[config.mk]
export PLATFORM = sky130hd
export DESIGN_NAME = eprisc_bus_target
export DESIGN_NICKNAME = d
export VERILOG_FILES = /design/src/rtl/eprisc_bus_target.sv
export SDC_FILE = /design/constraint.sdc
export NUM_CORES = 1
export LEC_CHECK = 0
export BUFFER_PORTS_ARGS = -buffer_cell sky130_fd_sc_hd__buf_2
export CORE_MARGIN = 3
export CORE_UTILIZATION = 54
export DETAILED_ROUTE_END_ITERATION = 12
export PLACE_DENSITY = 0.79
export RECOVER_POWER = 50
export REMOVE_ABC_BUFFERS = 1
export SLEW_MARGIN = 10
export SYNTH_ARGS = -nofsm -noshare
export SYNTH_HDL_FRONTEND = slang
export SYNTH_SLANG_ARGS = --single-unit
export TNS_END_PERCENT = 1
[constraint.sdc]
create_clock -name iBoardClock -period 3 [get_ports iBoardClock]
set_input_delay 0.45 -clock iBoardClock [delete_from_list [all_inputs] [get_ports iBoardClock]]
set_output_delay 0.45 -clock iBoardClock [all_outputs]
set_load 0.05 [all_outputs]
[src/rtl/eprisc_bus_target.sv]
// epRISC peripheral bus target: oversamples the master's bus and turns transactions into register strobes.
// Optional EPRISC_BUS_ECHO_EN: echo the last captured MOSI byte on MISO during CMD/WDATA.
module eprisc_bus_target #(
   parameter logic [1:0] DEVICE_SELECT = 2'd1,
   parameter int         READ_WAIT     = 4
) (
   input  logic        iBoardClock,
   input  logic        iBoardReset,
   input  logic        iBusClock,
   input  logic [0:1]  iBusSelect,
   input  logic [0:7]  iBusMOSI,
   output logic [0:7]  oBusMISO,
   output logic        oBusInterrupt,
   output logic        oBusError,
   output logic [0:6]  oRegAddr,
   output logic [0:31] oRegWriteData,
   output logic        oRegWrite,
   output logic        oRegRead,
   input  logic [0:31] iRegReadData,
   input  logic        iRegReady,
   input  logic [0:7]  iIrqPending
);
   typedef enum logic [2:0] {IDLE, CMD, WDATA, RTURN, RDATA, DONE} busState;

   busState     state, stateNext;
   logic        busClkMeta, busClkSync, busClkPrev;
   logic [0:1]  selMeta, selSync;
   logic        busRise, busFall, selected;
   logic [1:0]  byteCnt;
   logic [7:0]  waitCnt;
   logic        readDone, readPending, dataTake, lateRead;
   logic [0:31] readLatch;
   logic [0:7]  readByte;
   logic        wrPulse, rdPulse;
`ifdef EPRISC_BUS_ECHO_EN
   logic [0:7]  lastMosi;
`endif

   assign busRise  = busClkSync & ~busClkPrev;
   assign busFall  = ~busClkSync & busClkPrev;
   assign selected = (selSync == DEVICE_SELECT);

   // The dummy byte's rising edge forces a late verdict if the register file is still silent.
   assign readPending = selected && (state == RTURN) && !readDone;
   assign dataTake    = readPending && iRegReady;
   assign lateRead    = readPending && !iRegReady && ((waitCnt == 8'(READ_WAIT)) || busRise);

   always_comb begin
      case (byteCnt)
         2'd0:    readByte = readLatch[0:7];
         2'd1:    readByte = readLatch[8:15];
         2'd2:    readByte = readLatch[16:23];
         default: readByte = readLatch[24:31];
      endcase
   end

   always_ff @(posedge iBoardClock or negedge iBoardReset) begin
      if (!iBoardReset) state <= IDLE;
      else              state <= stateNext;
   end

   always_comb begin
      stateNext = state;
      wrPulse   = 1'b0;
      rdPulse   = 1'b0;
      if (!selected) begin
         stateNext = IDLE;
      end else begin
         case (state)
            IDLE:  stateNext = CMD;
            CMD: begin
               if (busRise) begin
                  if (iBusMOSI[0]) begin
                     stateNext = WDATA;
                  end else begin
                     stateNext = RTURN;
                     rdPulse   = 1'b1;
                  end
               end
            end
            WDATA: begin
               if (busRise && byteCnt == 2'd3) begin
                  stateNext = DONE;
                  wrPulse   = 1'b1;
               end
            end
            RTURN: if (busRise) stateNext = RDATA;
            RDATA: if (busRise && byteCnt == 2'd3) stateNext = DONE;
            default: stateNext = state;
         endcase
      end
   end

   always_ff @(posedge iBoardClock or negedge iBoardReset) begin
      if (!iBoardReset) begin
         busClkMeta    <= 1'b0;
         busClkSync    <= 1'b0;
         busClkPrev    <= 1'b0;
         selMeta       <= '0;
         selSync       <= '0;
         oBusInterrupt <= 1'b0;
         oBusError     <= 1'b0;
         oBusMISO      <= '0;
         oRegAddr      <= '0;
         oRegWriteData <= '0;
         oRegWrite     <= 1'b0;
         oRegRead      <= 1'b0;
         byteCnt       <= '0;
         waitCnt       <= '0;
         readDone      <= 1'b0;
`ifdef EPRISC_BUS_ECHO_EN
         lastMosi      <= '0;
`endif
      end else begin
         busClkMeta    <= iBusClock;
         busClkSync    <= busClkMeta;
         busClkPrev    <= busClkSync;
         selMeta       <= iBusSelect;
         selSync       <= selMeta;
         oBusInterrupt <= |iIrqPending;
         oRegWrite     <= wrPulse;
         oRegRead      <= rdPulse;

         if (stateNext != state) byteCnt <= '0;
         else if (busRise)       byteCnt <= byteCnt + 2'd1;

         if (state == CMD && busRise) oRegAddr <= iBusMOSI[1:7];
         if (state == WDATA && busRise) oRegWriteData <= {oRegWriteData[8:31], iBusMOSI};
`ifdef EPRISC_BUS_ECHO_EN
         if ((state == CMD || state == WDATA) && busRise) lastMosi <= iBusMOSI;
`endif

         if (rdPulse) begin
            waitCnt  <= '0;
            readDone <= 1'b0;
         end else if (dataTake || lateRead) begin
            readDone <= 1'b1;
         end else if (readPending) begin
            waitCnt  <= waitCnt + 8'd1;
         end

         // Address 7F is the error-clear register; the write strobe itself still goes out.
         if (wrPulse && oRegAddr == 7'h7F) oBusError <= 1'b0;
         else if (lateRead)                 oBusError <= 1'b1;

         if (stateNext == IDLE || stateNext == DONE || stateNext == RTURN) oBusMISO <= '0;
         else if (state == RDATA && busFall) oBusMISO <= readByte;
`ifdef EPRISC_BUS_ECHO_EN
         else if ((state == CMD || state == WDATA) && busFall) oBusMISO <= lastMosi;
`endif
      end
   end

   always_ff @(posedge iBoardClock) begin
      if (dataTake)      readLatch <= iRegReadData;
      else if (lateRead) readLatch <= '1;
   end
endmodule

==> impl_metrics.yaml, run 1 <==
run_status:
  outcome: "complete, but fails checks"
  violations: "max-capacitance violations, max-slew violations"
layout:
  syn_to_final_growth_pct: 15.9
  drive_gt1_share_pct: 35.1
  final_area_mm2: 0.00527
  num_antenna_cells: 0
  nNetsFinal: 506
  filler_cell_count: 610
worst_setup_path:
  path_class: "reg -> reg"
  rrSetupSlack_ps: 740
  end_kind: "flop"
  startpoint_type: "flop"
  crit_fanout: 32
  crit_arrival_ps: 2370
  path_cells: "and4bb_2, and2_1, nand2_1, or2_2"
  critPathSlowestCell: "dfrtp_1"
  max_stage_delay_ps: 590
  cp_data_required_time_ps: 3110
yosys:
  synth.distinct_cells: 50
  syn_area_per_cell_um2: 13.2
  netlist_area_mm2: 0.00455
  synth-edff-count: 32
  ys_ff_latch: 104
  yosysSeqAreaShare_pct: 60.8
  async_reset_ff_share_pct: 69.2
  synthCells: 345
  synth_flop_cell: "dfrtp_1"
  synth_warnings: 0
placement:
  place_area_mm2: 0.00513
  port_buffers: 104
  place_congestion: 0.832
  hpwl_um: 6290
floorplan:
  row_count: 32
  core_mm2: 0.00793
  start_util_pct: 57.3
  io_pins: 105
  die_w_um: 97.8
  dieArea_mm2: 0.00956
  fp.dieH_um: 97.8
clocking:
  cts_resized: 0
  cts-root-buf: "clkbuf_8"
  hold_buffers: 0
  insertion_delay_ps: 360
  h-tree-depth: 3
  numCtsBuffers: 9
  clk_pin_slew_worst_paths_ps: 100
  cts_tree: "built"
  cts.sinks: 104
  ctsLongestPathBuffers: 2
  cts_setup_buffers: 0
grt:
  grt_start_max_net_pins: 42
  grt_pass1_wl_um: 15000
  antenna_found_initial: 0
  grt.total_usage_pct: 19.5
  overflow: 0
  grt_pass1_vias: 3128
sta:
  slew_violations: 33
  fin_crit_ps: 2260
  slew_headroom_pct: -8.94
  hold_ws_ps: 191
  tightestPinTransition_ps: 1630
  rsz0062_at_grt: "false"
  fmax_ghz: 0.443
  timing_hold_violations_final: 0
  finClkSkew_ps: 10.1
  finalCritPeriodShare_pct: 75.3
  setup_viol: 0
  fin_tns_setup_ps: 0
route:
  wl_per_cell_um: 16.1
  wl_um: 8880
  vias_per_cell: 5.58
  drt_iter0_drc: 196
  detail-route-antenna-nets: 0
  firstDrtPassIters: 4
  drc: 0
  num_vias: 3078
power:
  p_per_area_mw_per_mm2: 531
  p_seq_share_pct: 55.3
  internal-power_w: 0.00203
  switching_share_pct: 27.2
  ir_drop_v: 0.000293
  p_switching_w: 0.000762
  power_frac_clock_pct: 32.6
  pwr-share-comb_pct: 12.1
  p_leak_nw: 2.23
flow_run:
  maxCapViolCount: 1
min_path:
  hp-class: "in -> reg"
==> worst paths after layout <==
kind                                           endpoint  cells after the start            startpoint
hold reg to reg                    selSync[0]$_DFF_PN0_                      0  selMeta[0]$_DFF_PN0_
min in group asynchronous  oRegWriteData[9]$_DFFE_PN0P_                      1           iBoardReset
max in group asynchronous       oBusMISO[7]$_DFFE_PN0P_                      2           iBoardReset
hold / removal                     selMeta[1]$_DFF_PN0_                      1         iBusSelect[1]
setup / recovery             readLatch[9]$_SDFFCE_PN1P_                      4    state[0]$_DFF_PN0_
setup reg to reg             readLatch[9]$_SDFFCE_PN1P_                      4    state[0]$_DFF_PN0_
==> through the flow <==
stage,setup slack [ps],power (W),utilization (%),std cells
floorplan,479,0.00179,-,326
global placement,782,0.00192,64.7,536
detailed placement,673,0.00193,64.7,536
CTS,680,0.00283,67.5,552
global route,247,0.00292,66.5,552
finish,742,0.00280,66.5,552
==> power by group through the flow <==
| stage | combinational [W] | sequential (W) | clock (W) |
|---|---|---|---|
| 2_1_floorplan | 0.000105 | 0.00169 | 0 |
| 3_3_place_gp | 0.000347 | 0.00157 | 0 |
| 3_5_place_dp | 0.000353 | 0.00158 | 0 |
| 4_1_cts | 0.000354 | 0.00154 | 0.000927 |
| 5_1_grt | 0.000369 | 0.00155 | 0.000997 |
| 6_report | 0.000340 | 0.00155 | 0.000911 |
==> flip-flops by register name, summed over array words and instances (netlist names), 2 cells and up <==
| name | count |
|---|---|
| oRegWriteData | 32 |
| readLatch | 32 |
| oRegAddr | 7 |
| selMeta | 2 |
| byteCnt | 2 |
| waitCnt | 8 |
| oBusMISO | 8 |
| state | 3 |
| selSync | 2 |
==> layout make-up <==
type	count	area, um^2	area share [%]
Clock buffer	12	188	3.56
Clock inverter	4	30.0	0.570
Inverter	15	56.3	1.07
Multi-Input combinational cell	207	1620	30.7
Sequential cell	104	2760	52.4
Tap cell	102	128	2.42
Timing Repair Buffer	108	488	9.26
==> cell usage in the layout (no fill, tap or decap), types with 2 or more instances in the layout <==
cell,n
or4_1,5
clkbuf_1,48
buf_2,56
nor3b_1,2
or2_2,32
edfxtp_1,32
o21ai_1,2
nand2_1,16
a21oi_1,17
nor2b_1,3
inv_1,15
nor4_1,2
o21ai_0,5
nand4_1,3
inv_6,2
nand2b_1,2
and2_1,2
a221oi_1,6
a22oi_1,8
mux2i_1,2
o21a_1,4
buf_4,3
clkbuf_8,10
a221oi_2,2
mux2_1,2
and3_1,2
mux2_2,38
o31ai_1,4
ha_1,7
nand3_1,4
clkbuf_16,2
nor2_1,7
a221o_1,8
dfrtp_1,72
xnor2_1,2
nor3_1,4
==> synthesized netlist by cell type, types with 5 or more instances <==
| cell type | n | area share [%] |
|---|---|---|
| a221o_1 | 8 | 1.8 |
| dfrtp_1 | 72 | 40 |
| a21oi_1 | 17 | 1.9 |
| or2_2 | 32 | 4.4 |
| inv_1 | 15 | 1.2 |
| o21ai_0 | 5 | 0.55 |
| ha_1 | 7 | 1.9 |
| nand2_1 | 16 | 1.3 |
| a22oi_1 | 8 | 1.3 |
| buf_2 | 5 | 0.55 |
| edfxtp_1 | 32 | 21 |
| mux2_2 | 38 | 9.4 |
| a221oi_1 | 6 | 1.2 |
| clkbuf_1 | 6 | 0.50 |
| nor2_1 | 7 | 0.58 |
| or4_1 | 5 | 0.83 |
==> cells by family (layout without fill, tap and decap cells) <==
| logic type | count (synthesis) | in the layout | synth area share, % |
|---|---|---|---|
| flip-flops | 104 | 104 | 60.8 |
| AND/OR/NAND/NOR | 94 | 94 | 12.7 |
| AO/OA/AOI/OAI | 62 | 62 | 10.2 |
| multiplexers | 42 | 42 | 10.3 |
| buffers and inverters | 34 | 139 | 3.69 |
| adder cells (fa/ha/maj) | 7 | 7 | 1.93 |
| XOR/XNOR | 2 | 2 | 0.385 |
==> metal layers <==
layer | GRT usage (%) | part of all wire (%) | vias up
met5 | 0 | 0 | -
met4 | 7.56 | 2.0 | 0
met3 | 4.71 | 5.7 | 19
met2 | 32.9 | 51 | 102
met1 | 24.5 | 41 | 1497
li1 | - | - | 1460
==> critical path: cells and delay by family, from the launching register on <==
family           cells  cell delay, ps
DFF                  1             590
and+or+nand+nor      4            1420
(Power assumes the default switching activity.)
==> run 2: changes to the inputs <==
==> constraint.sdc (replaced) <==
create_clock -name iBoardClock -period 2.1 [get_ports iBoardClock]
set_input_delay 0.315 -clock iBoardClock [delete_from_list [all_inputs] [get_ports iBoardClock]]
set_output_delay 0.315 -clock iBoardClock [all_outputs]
set_load 0.05 [all_outputs]
==> impl_metrics.yaml, run 2 (synthesis gave the netlist of run 1 again) <==
grt:
  grt_pass1_wl_um: 15500
  grt.total_usage_pct: 20.0
  grt_pass1_vias: 3217
  grt_start_max_net_pins: 73
  antenna_found_initial: 0
  overflow: 0
route:
  detail-route-antenna-nets: 0
  num_vias: 3117
  drc: 0
  wl_per_cell_um: 16.6
  wl_um: 9260
  vias_per_cell: 5.58
  firstDrtPassIters: 4
  drt_iter0_drc: 260
placement:
  dp_cells: 542
  dp_slack_ps: 94.9
  port_buffers: 104
  place_congestion: 0.909
  hpwl_um: 6440
layout:
  nNetsFinal: 513
  mostFrequentLayoutCells: "dfrtp_1 (72), buf_2 (56), clkbuf_1 (48)"
  drive_gt1_share_pct: 36.5
  final_cells: 559
  syn_to_final_growth_pct: 17.6
  mostFrequentLayoutCell: "dfrtp_1"
  num_antenna_cells: 0
  reg_top3: "oRegWriteData (32), readLatch (32)"
  filler_cell_count: 601
floorplan:
  io_pins: 105
  core_mm2: 0.00793
  start_util_pct: 57.3
  fp.dieH_um: 97.8
  row_count: 32
  die_w_um: 97.8
  dieArea_mm2: 0.00956
power:
  p_per_area_mw_per_mm2: 736
  ir_drop_v: 0.000402
  p_leak_nw: 2.28
worst_setup_path:
  end_kind: "flop"
  path_class: "reg -> reg"
  cp_data_required_time_ps: 2390
  startpoint_type: "flop"
  crit_arrival_ps: 2250
  crit_fanout: 14
sta:
  finClkSkew_ps: 10.4
  finalCritPeriodShare_pct: 93.3
  slew_headroom_pct: 36.2
  timing.final.ws_setup_ps: 141
  slew_violations: 0
  fmax_ghz: 0.510
  setup_viol: 0
  rsz0062_at_grt: "false"
  fin_crit_ps: 1960
  tightestPinTransition_ps: 958
  timing_hold_violations_final: 0
clocking:
  cts.sinks: 104
  cts_tree: "built"
  ctsLongestPathBuffers: 2
  numCtsBuffers: 9
  insertion_delay_ps: 360
  h-tree-depth: 3
  clk_pin_slew_worst_paths_ps: 100
  cts-root-buf: "clkbuf_8"
min_path:
  hp-class: "in -> reg"
flow_run:
  maxCapViolCount: 0
run_status:
  outcome: "finished clean"
-- run 2: repair_timing --
action / in CTS / in global routing
setup endpoints to repair: 0 / 8
resized for setup: 0 / 3
buffers inserted: 0 / 0
hold buffers: 1 / 0
hold endpoints to repair: 72 / 0
-- run 2: final timing paths --
check	from	depth (start not counted)	slack (ps)	to
min in group asynchronous	iBoardReset	3	750	oRegWriteData[9]$_DFFE_PN0P_
min reg2reg	selMeta[0]$_DFF_PN0_	0	350	selSync[0]$_DFF_PN0_
max reg2reg	waitCnt[0]$_DFFE_PN0P_	7	140	waitCnt[5]$_DFFE_PN0P_
min	iBusSelect[1]	1	60	selMeta[1]$_DFF_PN0_
max in group asynchronous	iBoardReset	3	740	busClkPrev$_DFF_PN0_
max	waitCnt[0]$_DFFE_PN0P_	7	140	waitCnt[5]$_DFFE_PN0P_
-- run 2: area by class of cell --
type | count | area, um^2 | share of cell area [%]
multi-input combinational | 207 | 1630 | 30.5
inverter | 15 | 56.3 | 1.05
timing repair buffer | 115 | 571 | 10.7
clock inverter | 5 | 45.0 | 0.842
clock buffer | 11 | 151 | 2.83
sequential | 104 | 2760 | 51.7
tap | 102 | 128 | 2.39
-- run 2: per-stage QoR --
step	setup TNS [ps]	hold WS [ps]	utilization, %	area (um^2)	total power, W
CTS	0	37.1	68.2	5410	0.00398
finish	0	55.9	67.4	5350	0.00393
global placement	0	335	65.6	5200	0.00274
floorplan	-20500	19.4	-	4430	0.00256
detailed placement	0	336	65.6	5200	0.00276
global route	0	34.5	67.4	5350	0.00410
-- run 2: power breakdown --
part	total (W)	switching (W)	internal, W
Clock	0.00123	0.000713	0.000518
Combinational	0.000493	0.000346	0.000147
Sequential	0.00221	0.0000611	0.00215
Total	0.00393	0.00112	0.00281
-- run 2: metal layers --
metal	wire length, um	global-route usage, %	up-vias
met5	0	0	-
met4	119	6.50	0
met3	448	4.36	15
met2	4870	34.1	93
met1	3820	25.8	1532
li1	-	-	1477
-- run 2: worst max-delay path: stages (launching register included) --
cell and delay (ps):
dfrtp_1 400, inv_1 70, ha_1 190, nor4b_1 140, a31o_2 250, buf_4 180
or4_1 510, a21oi_1 160
==> run 3: changes to the inputs <==
--- a/config.mk
+++ b/config.mk
@@ -6,6 +6,7 @@
 export NUM_CORES = 1
 export LEC_CHECK = 0
 export BUFFER_PORTS_ARGS = -buffer_cell sky130_fd_sc_hd__buf_2
+export CORE_ASPECT_RATIO = 0.6
 export CORE_MARGIN = 3
 export CORE_UTILIZATION = 54
 export DETAILED_ROUTE_END_ITERATION = 12
==> impl_metrics.yaml, run 3 (synthesis gave the netlist of run 1 again) <==
run_status:
  outcome: "finished clean"
grt:
  grt_pass1_wl_um: 15300
  overflow: 0
  grt_pass1_vias: 3061
  grt.total_usage_pct: 20.2
  grt_start_max_net_pins: 73
  antenna_found_initial: 0
layout:
  mostFrequentLayoutCell: "dfrtp_1"
  drive_gt1_share_pct: 36.0
  filler_cell_count: 624
  num_antenna_cells: 0
  reg_top3: "oRegWriteData (32), readLatch (32)"
  mostFrequentLayoutCells: "dfrtp_1 (71), buf_2 (54), clkbuf_1 (52)"
  final_cells: 564
  syn_to_final_growth_pct: 19.7
  fin_util_pct: 67.7
  final_area_mm2: 0.00544
  nNetsFinal: 512
route:
  vias_per_cell: 5.38
  drt_iter0_drc: 242
  dr_wl_met2_um: 4390
  wl_met1_um: 4260
  num_vias: 3035
  detail-route-antenna-nets: 0
  drc: 0
  wl_met3_um: 538
  top_layer: "met4"
  firstDrtPassIters: 4
  wl_um: 9280
  wl_per_cell_um: 16.4
worst_setup_path:
  max_stage_delay_ps: 510
  end_kind: "flop"
  rrSetupSlack_ps: 190
  r2r_start: "state[1]$_DFF_PN0_"
  path_cells: "nor3b_2, nand3b_2, a221o_1, a221oi_1"
  reg2reg_depth: 4
  crit_fanout: 16
  crit_arrival_ps: 2140
  path_class: "reg -> reg"
  cp_top_family: "simple AND/OR/NAND/NOR gates"
  critPathSlowestCell: "dfrtp_1"
  reg2reg_to: "oBusMISO[4]$_DFFE_PN0P_"
  startpoint_type: "flop"
  cp_data_required_time_ps: 2330
  path_buf_inv: 0
clocking:
  clk_pin_slew_worst_paths_ps: 60
  cts-root-buf: "clkbuf_16"
  h-tree-depth: 3
  numCtsBuffers: 9
  ctsLongestPathBuffers: 2
  insertion_delay_ps: 350
  cts_setup_buffers: 0
  cts.sinks: 104
  cts_tree: "built"
placement:
  hpwl_um: 6640
  place_congestion: 0.873
  place_area_mm2: 0.00521
  dp_cells: 548
  port_buffers: 104
sta:
  rsz0062_at_grt: "false"
  slew_violations: 0
  fin_crit_ps: 1910
  slew_headroom_pct: 45.8
  finClkSkew_ps: 8.42
  finalCritPeriodShare_pct: 90.8
  timing_hold_violations_final: 0
  hold_ws_ps: 21.0
  setup_viol: 0
  fin_tns_setup_ps: 0
  fmax_ghz: 0.525
  tightestPinTransition_ps: 807
power:
  p_per_area_mw_per_mm2: 791
  p_leak_nw: 2.30
  ir_drop_v: 0.000480
floorplan:
  row_count: 25
  core_mm2: 0.00804
  start_util_pct: 56.5
  dieArea_mm2: 0.00959
  io_pins: 105
  die_w_um: 124
  fp.dieH_um: 77.1
flow_run:
  maxCapViolCount: 0
min_path:
  hp-class: "in -> async"
[run 3: timing repair]
action / CTS / global route
hold buffers: 0 / 0
resized for setup: 0 / 2
setup endpoints to repair: 0 / 33
[run 3: cell type report]
cell class | instances | area (um^2) | share of cell area [%]
tap | 108 | 135 | 2.48
multi-input combinational | 207 | 1630 | 29.9
timing repair buffer | 114 | 571 | 10.5
clock inverter | 2 | 11.3 | 0.207
inverter | 15 | 56.3 | 1.04
sequential | 104 | 2760 | 50.8
clock buffer | 14 | 274 | 5.04
[run 3: worst max path at each step]
| stage | from | to | slack (ps) | depth (start not counted) |
|---|---|---|---|---|
| 3_3_place_gp | waitCnt[0]$_DFFE_PN0P_ | readLatch[30]$_SDFFCE_PN1P_ | 250 | 6 |
| 4_1_cts | state[2]$_DFF_PN0_ | oBusMISO[4]$_DFFE_PN0P_ | 130 | 4 |
| 2_1_floorplan | state[2]$_DFF_PN0_ | oRegWriteData[24]$_DFFE_PN0P_ | -420 | 3 |
| 5_1_grt | state[1]$_DFF_PN0_ | oBusMISO[4]$_DFFE_PN0P_ | 50 | 4 |
| 3_5_place_dp | state[2]$_DFF_PN0_ | oBusMISO[3]$_DFFE_PN0P_ | 140 | 4 |
| 6_report | state[1]$_DFF_PN0_ | oBusMISO[4]$_DFFE_PN0P_ | 190 | 4 |
[run 3: metrics by stage]
step                setup slack (ps)  power, W
floorplan                       -421   0.00256
global placement                 246   0.00275
detailed placement               140   0.00277
CTS                              127   0.00435
global route                    52.7   0.00448
finish                           193   0.00430
[run 3: power by group]
part / internal (W) / switching [W] / total [W]
sequential: 0.00215 / 0.0000615 / 0.00221
combinational: 0.000151 / 0.000359 / 0.000510
clock: 0.000900 / 0.000680 / 0.00158
[run 3: metal layers]
| metal | track usage, % | up-vias |
|---|---|---|
| met1 | 27.9 | 1478 |
| met5 | 0 | - |
| met4 | 5.36 | 0 |
| met3 | 6.61 | 8 |
| met2 | 31.0 | 78 |
| li1 | - | 1471 |
